===== src/rtl/led_fade.sv =====
// led_fade: per-channel linear brightness ramp plus PWM drive for a two-LED
// flow pattern. Each channel's duty walks one step per prescaler tick toward
// fully on or fully off, so hard pattern switches become a cross-fade.
module led_fade #(
  parameter int PWM_BITS = 8,
  parameter int STEP_DIV = 49000
) (
  input  logic       sys_clk,
  input  logic       sys_rst,
  input  logic [1:0] led_in,
  output logic [1:0] led_out,
  output logic       busy
);

  localparam int DIV_W = (STEP_DIV > 1) ? $clog2(STEP_DIV) : 1;
  localparam logic [PWM_BITS-1:0] MAX      = {PWM_BITS{1'b1}};
  localparam logic [PWM_BITS-1:0] PWM_ONE  = PWM_BITS'(1'b1);
  localparam logic [PWM_BITS-1:0] PWM_LAST = MAX - PWM_ONE;
  localparam logic [DIV_W-1:0]    DIV_ONE  = DIV_W'(1'b1);
  localparam logic [DIV_W-1:0]    DIV_LAST = DIV_W'(STEP_DIV - 1);

  logic [1:0]                led_q;
  logic [DIV_W-1:0]          div_cnt_q, div_cnt_d;
  logic [PWM_BITS-1:0]       pwm_cnt_q, pwm_cnt_d;
  logic [1:0][PWM_BITS-1:0]  duty_q, duty_d;
  logic [1:0]                led_out_q, led_out_d;
  logic [1:0][PWM_BITS-1:0]  tgt;
  logic                      tick;

  // Brightness target per channel and the prescaler step strobe.
  always_comb begin
    tick = (div_cnt_q == DIV_LAST);
    for (int i = 0; i < 2; i++) begin
      if (led_q[i]) begin
        tgt[i] = MAX;
      end else begin
        tgt[i] = '0;
      end
    end
  end

  // Next-state for prescaler, PWM counter, duty ramps and PWM compare.
  always_comb begin
    if (tick) begin
      div_cnt_d = '0;
    end else begin
      div_cnt_d = div_cnt_q + DIV_ONE;
    end

    // The PWM period is MAX cycles so that duty == MAX is a constant high.
    if (pwm_cnt_q == PWM_LAST) begin
      pwm_cnt_d = '0;
    end else begin
      pwm_cnt_d = pwm_cnt_q + PWM_ONE;
    end

    for (int i = 0; i < 2; i++) begin
      led_out_d[i] = (pwm_cnt_q < duty_q[i]);
      duty_d[i]    = duty_q[i];
      if (tick) begin
        // Step by one and saturate; a reversed target simply reverses the walk.
        if (led_q[i] && (duty_q[i] != MAX)) begin
          duty_d[i] = duty_q[i] + PWM_ONE;
        end else if (!led_q[i] && (duty_q[i] != '0)) begin
          duty_d[i] = duty_q[i] - PWM_ONE;
        end else begin
          duty_d[i] = duty_q[i];
        end
      end else begin
        duty_d[i] = duty_q[i];
      end
    end
  end

  // State registers; reset clears everything, overriding tick and input changes.
  always_ff @(posedge sys_clk) begin
    if (sys_rst) begin
      led_q     <= 2'b00;
      div_cnt_q <= '0;
      pwm_cnt_q <= '0;
      duty_q    <= '0;
      led_out_q <= 2'b00;
    end else begin
      led_q     <= led_in;
      div_cnt_q <= div_cnt_d;
      pwm_cnt_q <= pwm_cnt_d;
      duty_q    <= duty_d;
      led_out_q <= led_out_d;
    end
  end

  assign led_out = led_out_q;
  assign busy    = (duty_q[0] != tgt[0]) | (duty_q[1] != tgt[1]);

endmodule


===== config.mk =====
export PLATFORM = sky130hd
export DESIGN_NAME = led_fade
export DESIGN_NICKNAME = d
export VERILOG_FILES = /design/src/rtl/led_fade.sv
export SDC_FILE = /design/constraint.sdc
export NUM_CORES = 1
export LEC_CHECK = 0
export BUFFER_PORTS_ARGS = -buffer_cell sky130_fd_sc_hd__buf_2
export CAP_MARGIN = 20
export CORE_ASPECT_RATIO = 1.75
export CORE_MARGIN = 3
export CORE_UTILIZATION = 30
export DETAILED_ROUTE_END_ITERATION = 10
export PLACE_DENSITY = 0.55
export SYNTH_ARGS = -nofsm -noshare
export SYNTH_HDL_FRONTEND = slang
export SYNTH_SLANG_ARGS = --single-unit

===== constraint.sdc =====
create_clock -name sys_clk -period 9 [get_ports sys_clk]
set_clock_uncertainty 0.2 [all_clocks]
set_input_delay 1.8 -clock sys_clk [delete_from_list [all_inputs] [get_ports sys_clk]]
set_output_delay 1.8 -clock sys_clk [all_outputs]
set_load 0.01 [all_outputs]

==> key figures <==
Synth
  – Post-synth ARST share: 0
  – Synthesis Warnings: 0
  – Post-synthesis sequential area ratio: 0.321
  – Synthesized instance count: 316
  – Yosys reg bits: 44
  – Netlist Area Pre-Place: 2740 sq um
  – Syn nets: 352
  – Post-synth EDFFs: 0
  – Top FF cell, synth: dfxtp_1
  – Synthesized area per cell: 8.68 sq um
  – Cell variety after synth: 48

Timing
  – Final TNS setup: 0 ps
  – Final setup vio count: 0
  – Final cycle utilization of the critical path: 0.419
  – Final hold violations: 0
  – Fmax: 0.265 GHz
  – Unrepaired setup endpoints after global routing: false
  – Final Max Slew Viols: 0
  – Normalized max-slew margin: 0.248
  – Period minus WS final: 3770 ps
  – Min Hold Slack: 248 ps
  – Worst slew pin tran: 1120 ps

GRT
  – Largest net degree at the start of global routing: 26
  – Vias in the first global route: 2201
  – Global router's overall resource usage: 0.122
  – Overflow after GRT: 0
  – Initial antenna violation count: 0
  – First-pass GRT wire length: 10.1 mm

CTS
  – Setup Buffers After CTS: 0
  – Clock Path Buffers: 2
  – CTS Buf Count: 5
  – CTS Hold Bufs: 0
  – Post-cts resize count: 0
  – CTS tree: yes
  – H-tree depth: 2
  – Worst skew pair latency: 290 ps
  – Root Buffer: clkbuf_16
  – CTS sink cnt: 44
  – Clock Pin Slew Worst Setup and Hold Paths: 60 ps

Routing
  – Drt first pass iters: 4
  – Routed via count: 2141
  – DRT antenna net count: 0
  – Residual DRC: 0
  – Final WL: 5.68 mm
  – Via-to-Cell Ratio: 4.85
  – Wire per inst: 12.9 microns
  – Initial DRC Count: 46

Finish
  – Post-layout nets: 359
  – ANT cells: 0
  – Synth-to-layout area growth: 10.4%
  – Fill cell count: 978
  – Layout cells sized above 1: 0.0586
  – Final Util: 0.345
  – Final instance area: 3030 sq um
  – Register area: 881 sq um
  – Footprint of the multi-input gates: 1740 sq um

Power and ir drop
  – Power, Total: 0.000416 W
  – Pleak: 1.22 nW
  – Worst VDD drop: 67.2 uV
  – Power density of the placed cells: 137 nW/um^2

Critical path
  – Kind of end point of the critical path: output port
  – CP max stage delay: 570 ps
  – Crit Path Category: flop to output port
  – Crit path max-delay family: simple AND/OR/NAND/NOR gates
  – Arr. time, crit path: 1770 ps
  – Slowest cell on crit path: or4_1
  – Critical path buffers and inverters: 1
  – Crit path max fanout: 5
  – Worst setup SP type: flop
  – Critical path, cell by cell: or4_1 > nor3_1 > o21ai_0 > buf_2
  – Worst EP required: 7000 ps

Die
  – Core area: 8780 sq um
  – Ports: 7
  – Initial core utilization: 0.312
  – Full die area: 10400 sq um
  – Std-Cell Rows: 45
  – Die width: 78.3 microns
  – Die H: 132 microns

Status
  – Outcome: finished clean

Placement
  – Hpwl dp: 4.36 mm
  – PortBufs: 6
  – Global placement routability congestion: 0.822
  – Post-DP Area: 2880 sq um

Hold path
  – Hold Crit Class: flop to flop

Run
  – Max-Cap Viols: 0
==> cell usage after synthesis (3+ instances only) <==
library cell / count / area, sq um
nor2_1: 51 / 191
dfxtp_1: 44 / 881
ha_1: 30 / 375
inv_1: 23 / 86.3
nand3_1: 15 / 75.1
xor2_1: 15 / 131
xnor2_1: 13 / 114
a21oi_1: 10 / 50.1
mux2i_1: 10 / 100
nand2_1: 10 / 37.5
o21ai_0: 8 / 40.0
a21o_1: 7 / 52.6
nand4_1: 7 / 43.8
a31oi_1: 6 / 37.5
nand2b_1: 6 / 37.5
nor3_1: 6 / 30.0
a211oi_1: 5 / 37.5
and3_1: 5 / 31.3
o21ai_1: 5 / 25.0
buf_2: 3 / 15.0
nor2b_1: 3 / 18.8
o211ai_1: 3 / 22.5
==> flip-flops by register name, indices dropped and copies added (netlist names) <==
signal     count
duty_q        16
led_q          2
div_cnt_q     16
pwm_cnt_q      8
led_out        2
==> placed cells by master (no fill, tap or decap), types with 6 or more instances in the layout <==
cell type | Yosys | final
xnor2_1 | 13 | 13
nor3_1 | 6 | 6
xor2_1 | 15 | 15
o21ai_0 | 8 | 8
nand3_1 | 15 | 15
dfxtp_1 | 44 | 44
nand2_1 | 10 | 10
inv_1 | 23 | 23
a31oi_1 | 6 | 6
nand4_1 | 7 | 7
a21o_1 | 7 | 7
mux2i_1 | 10 | 10
nor2_1 | 51 | 51
buf_2 | 3 | 6
nand2b_1 | 6 | 6
ha_1 | 30 | 30
a21oi_1 | 10 | 10
==> final cells by class <==
| type | count | share of cell area |
|---|---|---|
| clock buffers | 8 | 0.0483 |
| inverters | 23 | 0.0285 |
| multi-input cells | 243 | 0.574 |
| flip-flops and latches | 44 | 0.291 |
| well taps | 117 | 0.0483 |
| repair buffers | 6 | 0.00992 |
==> power by group <==
group          switching, W  internal [W]
Clock             0.0000740      0.000111
Sequential       0.00000422      0.000198
Combinational     0.0000164     0.0000122
Total             0.0000947      0.000321
==> stage by stage <==
stage	setup slack [ps]	instances
after CTS	5230	441
after floorplan	5710	316
final	5230	441
after global placement	5530	433
after detailed placement	5560	433
after global routing	5110	441
==> kinds of logic (layout without fill, tap and decap cells) <==
| family | Yosys count | in the layout | synth area share |
|---|---|---|---|
| flops | 44 | 44 | 0.321 |
| xor+xnor | 28 | 28 | 0.0894 |
| mux | 13 | 13 | 0.0488 |
| fa+ha+maj | 32 | 32 | 0.151 |
| simple gates | 117 | 117 | 0.217 |
| buf+inv | 29 | 37 | 0.0452 |
| compound gates | 53 | 53 | 0.127 |
==> path summary, 6_finish.rpt <==
check | cells past startpoint | from | slack (ps) | end
worst max-delay path | 4 | duty_q[5]$_SDFFE_PP0P_ | 5230 | busy
worst min-delay path | 1 | div_cnt_q[0]$_SDFF_PP0_ | 250 | div_cnt_q[0]$_SDFF_PP0_
worst max register to register | 8 | duty_q[0]$_SDFFE_PP0P_ | 5640 | duty_q[7]$_SDFFE_PP0P_
worst min register to register | 1 | div_cnt_q[0]$_SDFF_PP0_ | 250 | div_cnt_q[0]$_SDFF_PP0_
==> per-layer routing <==
| metal | global-route usage | up-vias | wire (microns) |
|---|---|---|---|
| li1 | - | 1119 | - |
| met1 | 0.122 | 1002 | 2240 |
| met2 | 0.234 | 13 | 3160 |
| met3 | 0.0232 | 7 | 120 |
| met4 | 0.0584 | 0 | 161 |
| met5 | 0 | - | 0 |
Power figures use the tool's default switching activity.
